File: src/rtl/arb_rr_4.sv
// Four-client arbiter with fixed or round-robin priority and a hold limit.
// Every handover passes through one idle cycle with no grant asserted.
module arb_rr_4 #(
    parameter int unsigned MAX_HOLD = 8,
    parameter bit          RR_EN    = 1'b1
) (
    input  logic       clk_i,
    input  logic       rst_ni,
    input  logic [3:0] req_i,
    output logic [3:0] gnt_o,
    output logic [1:0] gnt_id_o,
    output logic       busy_o
);

    localparam int unsigned CntW = $clog2(MAX_HOLD);
    localparam logic [CntW-1:0] CntMax = CntW'(MAX_HOLD - 1);

    typedef enum logic [0:0] {StIdle, StGrant} state_e;

    state_e          state_q, state_d;
    logic [3:0]      gnt_q, gnt_d;
    logic [1:0]      gnt_id_q, gnt_id_d;
    logic [1:0]      last_q, last_d;
    logic [CntW-1:0] cnt_q, cnt_d;

    logic [1:0] win;
    logic [1:0] idx;
    logic       found;
    logic       others;
    logic       release_own;

    // Scan from highest to lowest priority; round-robin starts just below the last owner.
    always_comb begin
        win   = 2'd0;
        idx   = 2'd0;
        found = 1'b0;
        for (int i = 1; i <= 4; i++) begin
            idx = RR_EN ? (last_q - 2'(i)) : 2'(4 - i);
            if (!found && req_i[idx]) begin
                win   = idx;
                found = 1'b1;
            end
        end
    end

    always_comb begin
        state_d     = state_q;
        gnt_d       = gnt_q;
        gnt_id_d    = gnt_id_q;
        last_d      = last_q;
        cnt_d       = cnt_q;
        others      = |(req_i & ~gnt_q);
        release_own = !req_i[gnt_id_q] || ((cnt_q == CntMax) && others);
        unique case (state_q)
            StIdle: begin
                if (req_i != 4'b0000) begin
                    state_d  = StGrant;
                    gnt_d    = 4'b0001 << win;
                    gnt_id_d = win;
                    last_d   = win;
                    cnt_d    = '0;
                end
            end
            StGrant: begin
                if (release_own) begin
                    state_d = StIdle;
                    gnt_d   = 4'b0000;
                end else if (cnt_q != CntMax) begin
                    cnt_d = cnt_q + 1'b1;
                end
            end
            default: begin
                state_d = StIdle;
                gnt_d   = 4'b0000;
            end
        endcase
    end

    always_ff @(posedge clk_i) begin
        if (!rst_ni) begin
            state_q  <= StIdle;
            gnt_q    <= 4'b0000;
            gnt_id_q <= 2'd0;
            last_q   <= 2'd0;
            cnt_q    <= '0;
        end else begin
            state_q  <= state_d;
            gnt_q    <= gnt_d;
            gnt_id_q <= gnt_id_d;
            last_q   <= last_d;
            cnt_q    <= cnt_d;
        end
    end

    assign gnt_o    = gnt_q;
    assign gnt_id_o = gnt_id_q;
    assign busy_o   = (state_q == StGrant);

endmodule
File: config.mk
export PLATFORM = sky130hd
export DESIGN_NAME = arb_rr_4
export DESIGN_NICKNAME = d
export VERILOG_FILES = /design/src/rtl/arb_rr_4.sv
export SDC_FILE = /design/constraint.sdc
export NUM_CORES = 1
export LEC_CHECK = 0
export CORE_AREA = 2 2 39 41
export CTS_CLUSTER_DIAMETER = 150
export DETAILED_ROUTE_END_ITERATION = 10
export DIE_AREA = 0 0 41 43
export PLACE_DENSITY = 0.73
export SLEW_MARGIN = 20
export SYNTH_ARGS = -nofsm -noshare
export SYNTH_HDL_FRONTEND = slang
export SYNTH_SLANG_ARGS = --single-unit
File: constraint.sdc
create_clock -name clk_i -period 2.22 [get_ports clk_i]
set_clock_uncertainty 0.1 [all_clocks]
set_input_delay 0.444 -clock clk_i [delete_from_list [all_inputs] [get_ports clk_i]]
set_output_delay 0.444 -clock clk_i [all_outputs]
set_load 0.01 [all_outputs]
Yosys cells after proc, flatten, opt, wreduce, memory -nomap -nowiden
Cells that the tools add are included.
{ "word_totals": {"ff_bits": 10, "inputBits": 6, "output_inout_bits": 7, "word_cells": 61} }
{ "op_classes": {"addsub": 4, "n_lt_le_gt_ge": 4, "n_eq_ne": 6, "shifts": 1, "muxes": 25, "n_bitwise": 3, "n_reduce_logical": 14} }
{ "ops": {"columns": ["cell", "count"], "rows": [
  ["$lt 2x3->1 const B", 4],
  ["$mux 1", 9],
  ["$mux 3", 3],
  ["$bmux 1 s2", 4],
  ["$mux 2", 4],
  ["$mux 4", 2],
  ["$pmux 4 s2", 1],
  ["$pmux 3 s2", 1],
  ["$and 4x4->4", 1],
  ["$logic_and 1x1->1", 4],
  ["$logic_not 1->1", 4],
  ["$ne 2x1->1 const B", 2],
  ["$ne 2x2->1 const B", 2],
  ["$not 4->4", 1],
  ["$reduce_and 2->1", 2],
  ["$reduce_bool 4->1", 1],
  ["$reduce_or 4->1", 1],
  ["$shl 1x2->4 const A", 1],
  ["$sub 2x2->2 const B", 2],
  ["$add 3x1->3 const B", 1],
  ["$eq 3x3->1 const B", 1],
  ["$ne 3x3->1 const B", 1],
  ["$reduce_and 3->1", 1],
  ["$pmux 1 s2", 1],
  ["3 further kinds", 3]
]} }

Logic depth before layout (Yosys ltp)
{ "logic_depth": {"ltp_word": 16, "ltp_mapped": 5, "mapped_depth_nobuf": 4} }

Least setup slack after synthesis
OpenSTA, ideal clock, no wires.
{ "synth_path": {"path_kind": "reg2reg", "from": "register, netlist name last_q[0]", "to": "register cnt_q[0]", "setup_time_ps": 128, "t_arrival_ps": 1235, "required_time_ps": 1992, "path_slack_ps": 757, "path_stages_with_launch": 5, "path_buffers": 0, "synth_period_minus_slack_ps": 1463, "path_cell_list": "dfxtp_1 mux2_2 a22oi_1 nor2_1 mux2i_1"} }
{ "synth_lines": {"columns": ["element", "line_no", "source"], "rows": [
  ["end signal: assignment", "91", "cnt_q <= cnt_d;"],
  ["end: declaration", "24", "logic [CntW-1:0] cnt_q, cnt_d;"]
]} }

Worst setup path in the final report
{ "layout_path": {"from": "register state_q (netlist: busy_o)", "to": "output port busy_o"} }
{ "layout_lines": {"columns": ["element", "line_no", "source"], "rows": [
  ["start: declaration", "20", "state_e state_q, state_d;"],
  ["start signal: assignment", "81", "state_q <= StIdle;"],
  ["start signal: assignment", "87", "state_q <= state_d;"],
  ["end: declaration", "12", "output logic busy_o"]
]} }
No word-level cell between the ends.

==> flow_summary_export.csv <==
group,metric,value,unit
timing,max_freq,0.510,GHz
critical_path,worstPathBufferInverterCount,1,
cts,clock-root-buffer,"clkbuf_4",
cts,clk_path_buf_depth,2,
grt,grt_pass1_vias,510,
placed_design,dpl.hpwl,1010,µm
synth,synth-adder-area-share,3.99,%
cts,path_clk_slew,0.06,ns
grt,grt_pass1_wl,2040,µm
worst_hold_path,worstHoldPathType,"flip-flop to flip-flop",
routing,wl,1290,µm
timing,fin_ws,0.257,ns
cts,cts.repair.resized,0,
critical_path,cp_max_fo,13,
final_layout,drive_above_1_share,12.6,%
power,totalPowerFinal,471,µW
critical_path,slowest_delay,0.61,ns
grt,antenna_found_initial,0,
cts,cts_hold_buffers,0,
status,status,"complete, no violations",
floorplanning,pin_count,13,
job,max_cap_violations,0,
critical_path,critical-path-top-delay-family,"buffers and inverters",
routing,viasPerCell,5.69,
synth,synth_compound_area_share,22.4,%
synth,muxShareOfSynthArea,8.38,%
grt,grt.total_usage,16.8,%
synth,synth_seq_area_share,31.9,%
placed_design,pre_cts_ws,0.129,ns
floorplanning,fp-row-count,14,
grt,grt_max_degree,14,
power,powerDensity,603,nW/µm²
routing,drtIter0Drc,4,
placed_design,port_buffers,12,
floorplanning,dieArea,1760,µm²
timing,setup-tns-final,0,ns
synth,post_synth_and_or_nand_nor_area_fraction,28.9,%
synth,synthXorXnorAreaFrac,0,%
timing,final-hold-violation-count,0,
grt,grt.overflow.total,0,
final_layout,n_fill_cell,143,
final_layout,syn_to_final_growth,24.6,%
cts,cts_tree,"yes",
timing,period_share,88.4,%
synth,synthesis.area,627,µm²
floorplanning,core,1380,µm²
synth,netlist_instances,73,
synth,synth_top_family_by_area,"simple AND/OR/NAND/NOR gates",
critical_path,path_class,"flip-flop to output port",
cts,cts_buffers,3,
timing,grt_setup_unrepaired,"no",
cts,cts_htree_levels,1,
critical_path,end_kind,"output port",
timing,finalSetupViolCount,0,
synth,syn-num-nets,81,
routing,antenna_left,0,
power,peakVddDrop,0.395,mV
final_layout,final_cell_mix,"clkdlybuf4s50_1, dfxtp_1, nand3_1, nand2_1, nand2b_1",
synth,ys_seq_elements,10,
routing,drc_errors,0,
timing,worstMarginPinSlew,0.392,ns
synth,yosysWarnings,0,
final_layout,antennaDiodeCount,0,
floorplanning,die_height,43,µm
timing,layout_min_cycle_time,1.96,ns
timing,relSlewSlack,73.6,%
synth,synth.distinct_cells,34,
timing,maxSlewViolCount,0,
critical_path,path_cells,"clkdlybuf4s50_1",
cts,cts.sinks,10,
critical_path,cp_data_required_time,1.68,ns
routing,vias,586,
power,power_leakage,0.297,nW
synth,avgSynthCellArea,8.59,µm²
cts,clkLatencyLatePin,0.26,ns
cts,post_cts_buffers,0,
critical_path,crit_arrival,1.42,ns
routing,dr.pass1.iters,4,
floorplanning,die_w,41,µm
routing,avgRoutedWirePerCell,12.5,µm
floorplanning,initial_utilization,45.3,%
final_layout,nets,97,
critical_path,cp-start-kind,"flip-flop",
critical_path,crit_slowest_cell,"clkdlybuf4s50_1",
final_layout,final_common_cell,"clkdlybuf4s50_1",
placed_design,gp_congestion,0.806,
-- where the power goes --
part | leakage [nW] | internal [mW] | total [mW] | switching [mW]
logic | 0.201 | 0.0743 | 0.136 | 0.0614
registers | 0.0819 | 0.193 | 0.214 | 0.0207
clock network | 0.0138 | 0.0625 | 0.121 | 0.0583
-- sequential cells by signal (all words and copies together) (netlist names) --
signal	count
busy_o	1
last_q	2
cnt_q	3
gnt_o	4
-- layer usage --
layer  part of all wire, %  GRT usage, %  vias to the layer above
met1                    47          21.2                      265
met5                     0             0                        -
met4                   1.5          10.0                        0
met2                    48          25.9                       10
met3                   3.4          1.57                        2
li1                      -             -                      309
-- final timing paths --
path                            startpoint  endpoint  slack (ns)  depth (start not counted)
worst max-delay path                busy_o    busy_o        0.26                          1
worst min-delay path              cnt_q[1]  cnt_q[1]        0.38                          2
worst max register to register   last_q[0]  cnt_q[0]        0.68                          4
worst min register to register    cnt_q[1]  cnt_q[1]        0.38                          2
-- per-stage QoR --
step / cells / hold WS (ns) / util, % / instance area, µm²
floorplan: 73 / 0.350 / - / 627
global placement: 100 / 0.372 / 54.8 / 758
detailed placement: 100 / 0.384 / 54.8 / 758
CTS: 103 / 0.394 / 56.4 / 781
global route: 103 / 0.406 / 56.4 / 781
finish: 103 / 0.385 / 56.4 / 781
-- synthesized netlist by cell type --
cell | count | share of area (%)
dfxtp_1 | 10 | 32
nand3_1 | 9 | 7.2
nand2_1 | 6 | 3.6
nand2b_1 | 5 | 5.0
nor2_1 | 4 | 2.4
o32ai_1 | 4 | 5.6
mux2i_1 | 3 | 4.8
a21oi_1 | 2 | 1.6
and2_1 | 2 | 2.0
ha_1 | 2 | 4.0
mux2_2 | 2 | 3.6
o21a_1 | 2 | 2.4
a211o_1 | 1 | 1.4
a211oi_1 | 1 | 1.2
a21boi_0 | 1 | 1.2
a21boi_2 | 1 | 1.8
a22oi_1 | 1 | 1.2
a31o_2 | 1 | 1.4
and3b_2 | 1 | 1.6
buf_2 | 1 | 0.80
buf_4 | 1 | 1.2
buf_6 | 1 | 1.8
inv_1 | 1 | 0.60
nand3b_1 | 1 | 1.2
nor2b_1 | 1 | 1.0
nor3_1 | 1 | 0.80
nor4_1 | 1 | 1.0
o2111ai_1 | 1 | 1.4
o21ai_0 | 1 | 0.80
o22ai_1 | 1 | 1.0
o41ai_1 | 1 | 1.4
or2_2 | 1 | 1.0
or2b_1 | 1 | 1.2
or3_1 | 1 | 1.0
-- kinds of logic after synthesis --
family                     Yosys count
muxes                                5
AOI/OAI and AO/OA                   18
buffers and inverters                4
and+or+nand+nor                     34
adders and majority gates            2
DFF                                 10
-- layout make-up --
type | instances | area, µm² | area share (%)
timing repair buffer | 14 | 135 | 17.3
tap | 16 | 20.0 | 2.56
inverter | 1 | 3.75 | 0.481
sequential | 10 | 200 | 25.6
multi-input combinational | 59 | 399 | 51.1
clock buffer | 3 | 22.5 | 2.88
-- worst register-to-register path, delay by kind of cell (launching register included) --
family | cells | cell delay (ns)
AND/OR/NAND/NOR | 1 | 0.14
flip-flops | 1 | 0.44
AO/OA/AOI/OAI | 1 | 0.23
multiplexers | 2 | 0.51
(Power assumes the default switching activity.)
